===== config.mk =====
export PLATFORM = sky130hd
export DESIGN_NAME = vga_fb_arbiter
export DESIGN_NICKNAME = d
export VERILOG_FILES = /design/src/rtl/vga_fb_arbiter.sv
export SDC_FILE = /design/constraint.sdc
export NUM_CORES = 1
export LEC_CHECK = 0
export ABC_AREA = 0
export CAP_MARGIN = 20
export CORE_AREA = 5 5 152 81
export CTS_BUF_LIST = sky130_fd_sc_hd__clkbuf_8
export DETAILED_ROUTE_END_ITERATION = 10
export DIE_AREA = 0 0 157 86
export DONT_BUFFER_PORTS = 1
export GPL_TIMING_DRIVEN = 0
export HOLD_SLACK_MARGIN = 0.12
export PLACE_DENSITY = 0.83
export SLEW_MARGIN = 15
export SYNTH_ARGS = -nofsm -noshare
export SYNTH_HDL_FRONTEND = slang
export SYNTH_SLANG_ARGS = --single-unit
export TNS_END_PERCENT = 10

===== constraint.sdc =====
create_clock -name clock25 -period 4.9 [get_ports clock25]
set_clock_uncertainty 0.2 [all_clocks]
set_input_delay 0.735 -clock clock25 [delete_from_list [all_inputs] [get_ports clock25]]
set_output_delay 0.735 -clock clock25 [all_outputs]
set_load 0.005 [all_outputs]

===== src/rtl/vga_fb_arbiter.sv =====
// vga_fb_arbiter: shares one single-port, synchronous-read framebuffer RAM
// (160x120, 8-bit pixels) between VGA scanout and a buffered host writer.
// Scanout owns fixed read slots. Each stored pixel is shown as a 4x4 block.
// Host writes queue in a small FIFO and drain into the RAM in every cycle
// that has no scanout read.
//
// Ports:
//   clock25     pixel clock, rising edge
//   reset       asynchronous, active-low
//   pixel_x/y   sync generator counters (0..799 / 0..524)
//   display_on  high inside the 640x480 active area
//   wr_valid/wr_addr/wr_data/wr_ready  host write handshake (linear address)
//   ram_en/ram_we/ram_addr/ram_wdata/ram_rdata  framebuffer RAM port
//   rgb         pixel to the DAC, 0 outside the active area
//   vblank      registered pixel_y >= 480
//   fifo_level  host FIFO occupancy
module vga_fb_arbiter #(
    parameter int unsigned FB_W        = 160,
    parameter int unsigned FB_H        = 120,
    parameter int unsigned FIFO_DEPTH  = 4,
    parameter int unsigned LINE_LAST   = 799,
    parameter int unsigned SCREEN_LAST = 524
) (
    input  logic        clock25,
    input  logic        reset,
    input  logic [9:0]  pixel_x,
    input  logic [9:0]  pixel_y,
    input  logic        display_on,
    input  logic        wr_valid,
    input  logic [14:0] wr_addr,
    input  logic [7:0]  wr_data,
    output logic        wr_ready,
    output logic        ram_en,
    output logic        ram_we,
    output logic [14:0] ram_addr,
    output logic [7:0]  ram_wdata,
    input  logic [7:0]  ram_rdata,
    output logic [7:0]  rgb,
    output logic        vblank,
    output logic [2:0]  fifo_level
);

    localparam int unsigned PtrW = $clog2(FIFO_DEPTH);

    localparam logic [9:0]  SlotLimit  = 10'(FB_W * 4 - 4);   // 636: last in-line slot is 633
    localparam logic [9:0]  PrefetchX  = 10'(LINE_LAST - 2);  // 797: fetch col 0 of next line
    localparam logic [9:0]  ActiveH    = 10'(FB_H * 4);       // 480
    localparam logic [9:0]  ScreenLast = 10'(SCREEN_LAST);
    localparam logic [14:0] FbSize     = 15'(FB_W * FB_H);    // 19200
    localparam logic [2:0]  Depth      = 3'(FIFO_DEPTH);

    // Scanout slot decode
    logic        slot;
    logic        next_line_slot;
    logic [7:0]  tgt_col;
    logic [9:0]  tgt_line;
    logic [14:0] row_ext;
    logic [14:0] rd_addr;
    logic        rd_en;

    always_comb begin
        next_line_slot = (pixel_x == PrefetchX);
        slot           = (pixel_x[1:0] == 2'b01) && ((pixel_x < SlotLimit) || next_line_slot);
        tgt_col        = next_line_slot ? 8'd0 : (pixel_x[9:2] + 8'd1);
        if (!next_line_slot) begin
            tgt_line = pixel_y;
        end else if (pixel_y == ScreenLast) begin
            tgt_line = 10'd0;
        end else begin
            tgt_line = pixel_y + 10'd1;
        end
        rd_en   = slot && (tgt_line < ActiveH);
        row_ext = {7'd0, tgt_line[9:2]};
        // row*160 as row*128 + row*32
        rd_addr = (row_ext << 7) + (row_ext << 5) + {7'd0, tgt_col};
    end

    // Host write FIFO
    logic [14:0]     addr_q [FIFO_DEPTH];
    logic [14:0]     addr_d [FIFO_DEPTH];
    logic [7:0]      data_q [FIFO_DEPTH];
    logic [7:0]      data_d [FIFO_DEPTH];
    logic [PtrW-1:0] wr_ptr_q, wr_ptr_d;
    logic [PtrW-1:0] rd_ptr_q, rd_ptr_d;
    logic [2:0]      count_q, count_d;
    logic            push;
    logic            pop;
    logic [14:0]     head_addr;
    logic [7:0]      head_data;
    logic            head_ok;

    always_comb begin
        wr_ready  = (count_q < Depth);
        push      = wr_valid && wr_ready;
        pop       = !rd_en && (count_q != 3'd0);
        head_addr = addr_q[rd_ptr_q];
        head_data = data_q[rd_ptr_q];
        head_ok   = (head_addr < FbSize);

        addr_d   = addr_q;
        data_d   = data_q;
        wr_ptr_d = wr_ptr_q;
        rd_ptr_d = rd_ptr_q;
        count_d  = count_q;
        if (push) begin
            addr_d[wr_ptr_q] = wr_addr;
            data_d[wr_ptr_q] = wr_data;
            wr_ptr_d         = wr_ptr_q + PtrW'(1);
        end
        if (pop) begin
            rd_ptr_d = rd_ptr_q + PtrW'(1);
        end
        case ({push, pop})
            2'b10:   count_d = count_q + 3'd1;
            2'b01:   count_d = count_q - 3'd1;
            default: count_d = count_q;
        endcase
    end

    // RAM port: scanout read wins; otherwise the popped head is written if in range.
    // Gated by reset so nothing reaches the RAM while held in reset.
    always_comb begin
        ram_en    = reset && (rd_en || (pop && head_ok));
        ram_we    = reset && !rd_en && pop && head_ok;
        ram_addr  = rd_en ? rd_addr : head_addr;
        ram_wdata = head_data;
    end

    // Pixel pipeline: read at x%4==1, data valid at x%4==2, shown from x%4==0.
    logic [7:0] prefetch_q, prefetch_d;
    logic [7:0] pixel_q, pixel_d;
    logic       vblank_q, vblank_d;

    always_comb begin
        prefetch_d = (pixel_x[1:0] == 2'b10) ? ram_rdata : prefetch_q;
        pixel_d    = (pixel_x[1:0] == 2'b11) ? prefetch_q : pixel_q;
        vblank_d   = (pixel_y >= ActiveH);
    end

    always_ff @(posedge clock25 or negedge reset) begin
        if (!reset) begin
            for (int i = 0; i < FIFO_DEPTH; i++) begin
                addr_q[i] <= '0;
                data_q[i] <= '0;
            end
            wr_ptr_q   <= '0;
            rd_ptr_q   <= '0;
            count_q    <= '0;
            prefetch_q <= '0;
            pixel_q    <= '0;
            vblank_q   <= 1'b0;
        end else begin
            addr_q     <= addr_d;
            data_q     <= data_d;
            wr_ptr_q   <= wr_ptr_d;
            rd_ptr_q   <= rd_ptr_d;
            count_q    <= count_d;
            prefetch_q <= prefetch_d;
            pixel_q    <= pixel_d;
            vblank_q   <= vblank_d;
        end
    end

    always_comb begin
        rgb        = display_on ? pixel_q : 8'h00;
        vblank     = vblank_q;
        fifo_level = count_q;
    end

endmodule


# Word level (Yosys, flattened, before mapping)
# Index checks and enable logic that the tools add are counted.
# totals
ff_bits,116
output_inout_bits,38
elab_cells,72
# op_classes
addsub,8
order_cmp,8
eq_ne,7
mux,18
bitwise_logic,2
reduce_logical,15
# ops
operator,count
$bwmux 60,1
$mux 15,4
$mux 8,5
$bwmux 32,1
$bmux 15 s2,1
$demux 15 s2,1
$eq 10x10->1 const B,2
$mux 10,2
$bmux 8 s2,1
$demux 8 s2,1
$add 15x13->15,1
$add 15x8->15,1
$lt 15x15->1 const B,1
$add 10x1->10 const B,1
$ge 10x9->1 const B,1
$logic_and 1x1->1,10
$lt 10x10->1 const B,1
$lt 10x9->1 const B,1
$add 8x1->8 const B,1
$eq 2x2->1 const B,3
$ge 3x3->1 const B,2
$not 2->3,2
$pmux 3 s2,1
$add 2x1->2 const B,2
9 further kinds,11

# Logic depth before layout (Yosys ltp)
# Gate-level depths: netlist of run 1.
# logic_depth
depth_word,10
mapped_depth,15
ltp_nobuf,14

# Least setup slack after synthesis of run 1
# Ideal clock, no wire load.
# synth_path
path_kind,input -> output
startpoint,in pixel_x[2]
endpoint,out ram_addr[12]
t_arrival_ns,3.945
path_slack_ns,0.020
path_stages,15
n_path_buf,1
path_cell_list,ha_1 > nand4b_4 > or3_1 > clkbuf_2 > nor2_1 > nand3_1 > xor2_1 > fa_1 > inv_1 > fa_1 > a211oi_1 > o21bai_1 > a21oi_1 > xnor2_1 > mux2_4
# synth_between
elab_chain_cells,5
word_cells_on_any_way,12
cone_classes,add/sub (3); order compare (2); eq/ne (1); mux (3); reduce/logical (3)
# synth_rtl
item,line,rtl
"start, declared",26,"input logic [9:0] pixel_x,"
$eq 10x10->1 or $lt 10x10->1 (tied branches),"62, 63",
$mux 10 or $logic_or 1x1->1 (tied branches),"65, 63",
$add 15x13->15 (tied with other cells),75,"rd_addr = (row_ext << 7) + (row_ext << 5) + {7'd0, tgt_col};"
$add 15x8->15 or $logic_and 1x1->1 (tied branches),"75, 72",
$mux 15 *,125,ram_addr = rd_en ? rd_addr : head_addr;
"end, declared",35,"output logic [14:0] ram_addr,"
# Every way passes the cells marked *; elsewhere a longest branch is shown, timed or not.

# Worst setup path in the final report of run 1
# layout_path
startpoint,in pixel_x[7]
endpoint,out ram_addr[13]
# Same word-level chain as after synthesis.

==> metrics.md, run 1 <==
| Metric | Value |
|---|---|
| Final Instance Area | 6878 µm² |
| Pre-CTS setup slack | -329.6 ps |
| Die ar. | 13,500 µm² |
| Initial antenna violation count | 0 |
| WL final | 13.77 mm |
| Compound-Gate Fraction of Synth Area | 3.575% |
| Crit path DAT | 3820 ps |
| Routed len/inst | 21.75 µm |
| Flop2flop setup slack | 2360 ps |
| Std cell rows | 27 |
| Critical path class | in2out |
| Req. time, crit path | 3960 ps |
| Final period util | 97.02% |
| Post-synthesis mux area share | 31.34% |
| Pwr per Cell Area | 605.8 nW/µm² |
| Clock latency on the worst-skew pair | 430 ps |
| CTS sink count | 116 |
| Slowest CP cell | fa_1 |
| Top FF cell, synth | dfrtp_1 |
| M1 GR Usage | 29.11% |
| First-pass GRT wire length | 22.09 mm |
| Share of the synthesized area in the top cell type | 47.13% |
| Setup WS post-layout | 146.0 ps |
| Total number of vias | 3,754 |
| Met3 Use GR | 8.266% |
| 1st-iter DRT viols | 213 |
| CTS root buffer | clkbuf_8 |
| Dpl hpwl | 10.21 mm |
| Status | finished clean |
| Leak Pwr | 0.002971 µW |
| Max-slew violations | 0 |
| Crit-path max cell delay | 580 ps |
| Max Fclk | 210.3 MHz |
| Antenna diode count | 0 |
| Post-Synth Simple-Gate Area | 6.764% |
| Number of buffers added on ports | 0 |
| Overflow after GRT | 0 |
| Setup Viol. Count Final | 0 |
| EDFF count, synth | 0 |
| Crit path capture type | output port |
| Die Wd | 157 µm |
| Max cap viols | 0 |
| DR DRC count | 0 |
| Final nets | 554 |
| Mapped Area | 6160 µm² |
| Pin count of the biggest net entering global routing | 117 |
| Post-Synthesis Cells | 455 |
| Worst hold-check slack | 248.5 ps |
| Setup_tns | 0 ps |
| Reg clk slew, reported paths | 70 ps |
| Die H | 86 µm |
| Post-synthesis adder-cell area fraction | 5.241% |
| XOR/XNOR Fraction of Synth Area | 3.413% |
| Met2 usage | 32.97% |
| Num CTS Buffers | 17 |
| Drt via density | 5.930 |
| CTS tree | done |
| Starting density of the core | 57.16% |
| Syn Nets | 534 |
| Maximum VDD drop | 0.0003017 V |
| Synth cell types | 50 |
| RSZ-0062 raised after global routing | false |
| Worst-path fanout max | 7 |
| Global route hottest layer | met2 |
| IO Pins | 93 |
| Synth warnings | 0 |
| Min Tclk post-route | 4754 ps |
| Gr usage total | 21.55% |
| Final Hold Viols | 0 |
| Largest cells by area after synthesis | dfrtp_1 47%, mux2_2 22%, mux4_2 8.0% |
| Core Footprint | 10,780 µm² |
| Avg Inst Size Synth | 13.54 µm² |
| Hold Crit Class | in2reg |
| CP Cell Sequence | nand4bb_4, or3_4, nor2_4, xor2_2, nand2b_1, fa_1, inv_2, ha_1, a21oi_2, o211ai_1, o41ai_2, xnor2_1, mux2_4 |
| Largest family of logic cells by synthesized area | multiplexers |
| H-tree depth | 4 |
| Number of global-route vias before repair | 4,117 |
| Clock tree buffer depth | 2 |
| Share of synthesized flip-flops with an asynchronous set or reset | 100.0% |
| #FFs+latches synth | 116 |
| Area Growth Syn to Fin | 11.66% |
| Total iterations of the first detailed-routing run | 5 |
| Placed Area | 6341 µm² |
| Critical Path Source Type | input port |
| ANT nets after route | 0 |
| Register area share after synthesis | 47.13% |
| GP Congestion | 0.8555 |
| Layout cell share with drive strength beyond 1 | 41.39% |
| Cell taking the most area after synthesis | dfrtp_1 |
| Slew headroom | 35.81% |
| Worst-Margin Slew | 952.8 ps |
## cells in the mapped netlist, types with 5 or more instances
cell,number
o21ai_0,9
nand2_1,23
xnor2_1,11
buf_1,10
inv_1,15
mux4_2,22
ha_1,21
mux2_2,119
xor2_1,13
nand3_1,11
and2_1,8
mux2i_1,5
dfrtp_1,116
nor2_1,13
## timing repair
action                                 4_1_cts  5_1_grt
resized for setup                           12        6
pin swaps                                    4        7
endpoints found under the hold margin      116        0
setup endpoints to repair                    6        2
cloned                                       0        0
hold buffers                                 2        0
setup buffers                                0        0
## cells by family (layout without fill, tap and decap cells)
kind of cell / count (synthesis) / count (layout)
AND/OR/NAND/NOR: 77 / 77
adder cells (fa/ha/maj): 24 / 24
flip-flops: 116 / 116
buffers and inverters: 34 / 67
multiplexers: 149 / 149
XOR/XNOR: 24 / 24
AO/OA/AOI/OAI: 31 / 31
## registers in the layout (all words and copies together), names as in the netlist
| name | count |
|---|---|
| data_q | 32 |
| addr_q | 60 |
| wr_ptr_q | 2 |
| vblank | 1 |
| pixel_q | 8 |
| fifo_level | 3 |
| rd_ptr_q | 2 |
| prefetch_q | 8 |
## worst max-delay path, delay by kind of cell
| kind | cells | cell delay (ps) |
|---|---|---|
| AO/OA/AOI/OAI | 3 | 640 |
| XOR/XNOR | 2 | 280 |
| adder cells (fa/ha/maj) | 2 | 880 |
| buffers and inverters | 1 | 60 |
| multiplexers | 1 | 280 |
| AND/OR/NAND/NOR | 4 | 930 |
## worst paths after layout
path | from | endpoint | cells past startpoint
hold / removal | wr_data[4] | data_q[28]$_DFFE_PN0P_ | 1
hold reg to reg | prefetch_q[0]$_DFFE_PN0N_ | pixel_q[0]$_DFFE_PN0N_ | 1
setup / recovery | pixel_x[7] | ram_addr[13] | 13
max in group asynchronous | reset | data_q[6]$_DFFE_PN0P_ | 2
setup reg to reg | rd_ptr_q[1]$_DFFE_PN0P_ | rd_ptr_q[1]$_DFFE_PN0P_ | 5
min in group asynchronous | reset | pixel_q[1]$_DFFE_PN0N_ | 2
## final cells by class
| class | instances | area, µm² |
|---|---|---|
| buffer | 18 | 95.09 |
| timing repair buffer | 2 | 37.54 |
| clock inverter | 11 | 133.9 |
| fill | 785 | 3899 |
| inverter | 15 | 56.30 |
| multi-input combinational | 305 | 3182 |
| sequential | 116 | 2903 |
| clock buffer | 21 | 289.0 |
| tap | 145 | 181.4 |
## per-layer routing
metal  vias to the layer above  wire length, µm
met5                         -                0
met4                         0               41
met3                         6             1104
met2                        98             6385
met1                      1951             6238
li1                       1699                -
## where the power goes
group          leakage, µW  internal [µW]  total (µW)  switching, µW
sequential         0.00139           1400        1630            230
combinational      0.00137            914        1610            697
clock             0.000218            550         924            375
## cells in the final DEF, fill, tap and decap left out, types with 4 or more instances in the layout
master / instances
mux2_2: 118
nand3_1: 10
dfrtp_1: 116
nor2_1: 12
inv_1: 17
xnor2_1: 11
xor2_1: 12
clkbuf_8: 21
nand2_1: 23
o21ai_0: 8
mux2_4: 4
mux4_2: 22
mux2i_1: 5
and2_1: 8
ha_1: 20
buf_1: 10
## metrics by stage
stage	total power [µW]	utilization (%)	std cells
2_1_floorplan	2845	-	455
3_5_place_dp	3242	58.84	600
3_3_place_gp	3131	58.84	600
5_1_grt	4435	63.82	633
6_report	4167	63.82	633
4_1_cts	4205	63.75	634
No activity file was read; power rests on OpenSTA's default activity.
==> inputs of run 2 (changes only) <==
--- a/constraint.sdc
+++ b/constraint.sdc
@@ -4,2 +4,2 @@
 set_output_delay 0.735 -clock clock25 [all_outputs]
-set_load 0.005 [all_outputs]
+set_load 0.1 [all_outputs]
==> run 2 against run 1 <==
- the flow now finishes with violations (negative setup slack)
- register-to-register slack got worse by 410 ps
- worst setup slack got worse by 200 ps
- first-iteration DRC count grew 27%
- flip-flop and latch count did not move
- hold slack worse by 49 ps
- non-clock buffer count is 13 higher
- sequential share of layout area is 1.3 points lower
- critical path depth is 1 higher
- final cell count is 2.1% higher
- via count is 6.2% higher
- clock-buffer cell count fell by 1
- maximum frequency is 4.0% lower
- highest routed layer unchanged
==> metrics.md, run 2 (synthesis gave the netlist of run 1 again) <==
| Metric | Value |
|---|---|
| Worst-Margin Slew | 1122 ps |
| CTS tree | done |
| Max FFs per register | 60 |
| CTS root buffer | clkbuf_8 |
| RSZ-0062 raised after global routing | true |
| Num CTS Buffers | 17 |
| Starting density of the core | 57.16% |
| Gr usage total | 23.10% |
| Clock latency on the worst-skew pair | 430 ps |
| Crit path DAT | 4020 ps |
| Core Footprint | 10,780 µm² |
| CTS sink count | 116 |
| Std cell rows | 27 |
| Placed cells | 600 |
| Critical path class | in2out |
| Final nets | 567 |
| Routed len/inst | 22.75 µm |
| DR DRC count | 0 |
| R2r worst-path depth | 5 |
| Min Tclk post-route | 4953 ps |
| Hold Crit Class | in2reg |
| WL final | 14.70 mm |
| Drt via density | 6.173 |
| Setup WS post-layout | -53.44 ps |
| Final Instance Area | 7088 µm² |
| Max cap viols | 0 |
| Failing checks | negative setup slack |
| Clock tree buffer depth | 2 |
| Reg with most FFs | addr_q |
| Highest-count cells in the layout ignoring fill and taps | 118 x mux2_2, 116 x dfrtp_1, 23 x nand2_1, 22 x mux4_2, 20 x clkbuf_8 |
| Number of global-route vias before repair | 4,318 |
| Reg clk slew, reported paths | 70 ps |
| Critical Path Source Type | input port |
| Final Hold Viols | 0 |
| First-pass GRT wire length | 23.61 mm |
| Placed Area | 6387 µm² |
| Pin count of the biggest net entering global routing | 117 |
| Status | complete, but fails checks |
| Worst-path fanout max | 4 |
| GP Congestion | 0.8518 |
| Total iterations of the first detailed-routing run | 5 |
| Area Growth Syn to Fin | 15.07% |
| Crit path capture type | output port |
| Layout Cells excl Fill | 646 |
| Initial antenna violation count | 0 |
| Die ar. | 13,500 µm² |
| Total number of vias | 3,988 |
| Slowest CP cell | mux2i_4 |
| ANT nets after route | 0 |
| Antenna diode count | 0 |
| Req. time, crit path | 3960 ps |
| Slew headroom | 24.77% |
| Max Fclk | 201.9 MHz |
| FF+latch area | 2903 µm² |
| Max-slew violations | 0 |
| Top flop regs | addr_q (60), data_q (32) |
| # fillers | 744 |
| Crit-path max cell delay | 640 ps |
| CP Cell Sequence | ha_4, nand4b_4, or3_4, nor2_4, xor2_2, nand2b_1, fa_1, inv_2, fa_2, a211oi_2, o21bai_1, a31oi_1, o21ba_2, mux2i_4 |
| Layout cell share with drive strength beyond 1 | 45.91% |
| 1st-iter DRT viols | 271 |
| Final period util | 101.1% |
| H-tree depth | 4 |
| IO Pins | 93 |
| Area of the multi-input gates | 3287 µm² |
| Worst hold-check slack | 199.7 ps |
| Hold depth | 1 |
| Setup Viol. Count Final | 3 |
| Dpl hpwl | 10.61 mm |
| Number of buffers added on ports | 0 |
| Die H | 86 µm |
| Setup_tns | -62.28 ps |
| Die Wd | 157 µm |
| Commonest non-fill, non-tap cell in the layout | mux2_2 |
| Overflow after GRT | 0 |
[run 2: metrics by stage]
stage               util [%]  setup WS (ps)
floorplan                  -         -133.1
global placement       59.04         -393.0
detailed placement     59.27         -575.2
CTS                    65.13         -31.42
global route           65.77         -214.1
finish                 65.77         -53.44
[run 2: cell type report]
type | instances | area share (%)
clock buffer | 20 | 3.883
multi-input combinational | 305 | 46.37
inverter | 15 | 0.7944
buffer | 18 | 1.359
clock inverter | 12 | 2.171
sequential | 116 | 40.95
timing repair buffer | 15 | 1.906
tap | 145 | 2.560
[run 2: path summary, 6_finish.rpt]
check / startpoint / slack (ps) / end
min in group asynchronous: reset / 720 / prefetch_q[3]$_DFFE_PN0N_
max: pixel_x[2] / -50 / ram_addr[14]
max reg2reg: fifo_level[2]$_DFFE_PN0P_ / 1950 / addr_q[48]$_DFFE_PN0P_
min: pixel_y[9] / 200 / vblank$_DFF_PN0_
max in group asynchronous: reset / 3350 / addr_q[3]$_DFFE_PN0P_
min reg2reg: prefetch_q[0]$_DFFE_PN0N_ / 300 / pixel_q[0]$_DFFE_PN0N_
[run 2: timing repair]
action                     CTS  global route
resized for setup           19             7
setup endpoints to repair    7             6
hold endpoints to repair   116             0
pin swaps                   17            12
hold buffers                 2             0
buffers inserted             8             5
[run 2: metal layers]
layer  up-vias  GRT usage (%)  routed length (µm)  part of all wire [%]
li1       1725              -                   -                     -
met1      2090          31.33                6418                    44
met2       153          34.76                6785                    46
met3        20          9.375                1354                   9.2
met4         0          6.142                 136                  0.93
met5         -              0                   0                     0
[run 2: critical path, delay by kind of cell]
kind            cells  cell delay [ps]
fa+ha+maj           3              850
mux                 1              640
simple gates        4              820
xor+xnor            1              190
buf+inv             1              100
compound gates      4              680
Power of run 2 is not shown: default switching activity piles up to over one toggle a cycle in this logic, so the estimate is an artifact.
==> inputs of run 3 (changes only) <==
Settings changed: GPL_ROUTABILITY_DRIVEN set to 0, PLACE_DENSITY 0.83 to 0.78.
==> run 3 against run 2 <==
- worst setup slack worse by 46 ps
- non-clock buffer count is 5 lower
- critical path depth is 1 higher
- first-iteration DRC count is 45% lower
- highest routed layer unchanged
- global-route usage is 1.1 points lower
- the flow still finishes with violations (negative setup slack)
- wire length is 2.9% lower
- cell area is 0.62% lower
- utilization is 0.41 points lower
==> metrics.md, run 3 (synthesis gave the netlist of run 1 again) <==
| Metric | Value |
|---|---|
| Setup WS post-layout | -99.92 ps |
| Die ar. | 13,500 µm² |
| IO Pins | 93 |
| Clock tree buffer depth | 2 |
| Status | complete, but fails checks |
| ANT nets after route | 0 |
| Pin count of the biggest net entering global routing | 117 |
| Dpl hpwl | 10.09 mm |
| Max cap viols | 0 |
| Setup_tns | -181.2 ps |
| Max-slew violations | 0 |
| Final period util | 102.0% |
| Area Growth Syn to Fin | 14.36% |
| Reg clk slew, reported paths | 70 ps |
| Drt via density | 5.927 |
| Slew headroom | 25.21% |
| Antenna diode count | 0 |
| Total iterations of the first detailed-routing run | 4 |
| Final Hold Viols | 0 |
| H-tree depth | 4 |
| Starting density of the core | 57.16% |
| CP Depth | 15 |
| Total number of vias | 3,799 |
| Min Tclk post-route | 5000 ps |
| WL final | 14.26 mm |
| CP Cell Sequence | ha_4, nand4b_4, or3_1, clkbuf_8, nor2_4, xor2_2, nand2b_1, fa_1, inv_2, fa_2, a211oi_2, o21bai_1, a31oi_1, o21ba_2, mux2i_4 |
| Die Wd | 157 µm |
| Top flop regs | addr_q (60), data_q (32) |
| Commonest non-fill, non-tap cell in the layout | mux2_2 |
| Slowest CP cell | mux2i_4 |
| Flop2flop setup slack | 1920 ps |
| Overflow after GRT | 0 |
| Req. time, crit path | 3960 ps |
| Die H | 86 µm |
| Crit path DAT | 4060 ps |
| Clock latency on the worst-skew pair | 430 ps |
| CTS tree | done |
| Initial antenna violation count | 1 |
| Setup Viol. Count Final | 2 |
| Reg with most FFs | addr_q |
| Routed len/inst | 22.25 µm |
| Std cell rows | 27 |
| Num CTS Buffers | 17 |
| Max Fclk | 200.0 MHz |
| Critical path class | in2out |
| Layout cell share with drive strength beyond 1 | 44.96% |
| # fillers | 764 |
| Area of the multi-input gates | 3263 µm² |
| Placed Area | 6387 µm² |
| First-pass GRT wire length | 22.57 mm |
| Max FFs per register | 60 |
| Worst-path fanout max | 5 |
| Post-layout util | 65.37% |
| Crit path capture type | output port |
| Core Footprint | 10,780 µm² |
| Worst-Margin Slew | 1115 ps |
| 1st-iter DRT viols | 149 |
| CP Buf/Inv Count | 2 |
| Failing checks | negative setup slack |
| Number of global-route vias before repair | 4,136 |
| CTS sink count | 116 |
| Final Instance Area | 7044 µm² |
| Critical Path Source Type | input port |
| Crit-path max cell delay | 620 ps |
| FF+latch area | 2903 µm² |
| CTS root buffer | clkbuf_8 |
| Hold Crit Class | in2reg |
| Number of buffers added on ports | 0 |
| Hold depth | 1 |
| R2r worst-path depth | 5 |
| RSZ-0062 raised after global routing | true |
| DR DRC count | 0 |
| Crit path max-delay family | adder cells |
| Gr usage total | 21.99% |
| Highest-count cells in the layout ignoring fill and taps | 118 x mux2_2, 116 x dfrtp_1, 23 x nand2_1, 22 x mux4_2, 20 x clkbuf_8 |
| Final nets | 562 |
[run 3: final cells by class]
type / instances / area share, %
repair buffers: 9 / 1.243
multi-input cells: 305 / 46.32
plain buffers: 19 / 1.563
clock buffers: 19 / 3.712
flip-flops and latches: 116 / 41.21
clock inverters: 13 / 2.575
well taps: 145 / 2.575
inverters: 15 / 0.7993
[run 3: path summary, 6_finish.rpt]
check | endpoint | startpoint
max | ram_addr[14] | pixel_x[3]
min in group asynchronous | data_q[3]$_DFFE_PN0P_ | reset
min | addr_q[32]$_DFFE_PN0P_ | wr_addr[2]
max reg2reg | addr_q[28]$_DFFE_PN0P_ | fifo_level[2]$_DFFE_PN0P_
max in group asynchronous | addr_q[43]$_DFFE_PN0P_ | reset
min reg2reg | pixel_q[7]$_DFFE_PN0N_ | pixel_q[7]$_DFFE_PN0N_
[run 3: per-layer routing]
metal	part of all wire, %	global-route usage [%]
met5	0	0
met4	0.88	4.961
met3	8.0	7.258
met2	46	33.59
met1	46	30.85
[run 3: metrics by stage]
step	setup slack, ps	hold slack, ps	cells
after floorplan	-133.1	239.4	455
after global placement	-414.7	243.0	600
after detailed placement	-599.8	243.0	600
after CTS	-63.72	227.4	636
after global routing	-216.8	216.4	641
final	-99.92	249.7	641
[run 3: repair_timing]
action	CTS	global route
setup buffers	2	4
setup endpoints to repair	7	5
pin swaps	8	14
gates cloned	0	0
endpoints found under the hold margin	116	0
gates resized for setup	17	8
hold buffers	2	0
Power of run 3 is left out for the same reason.
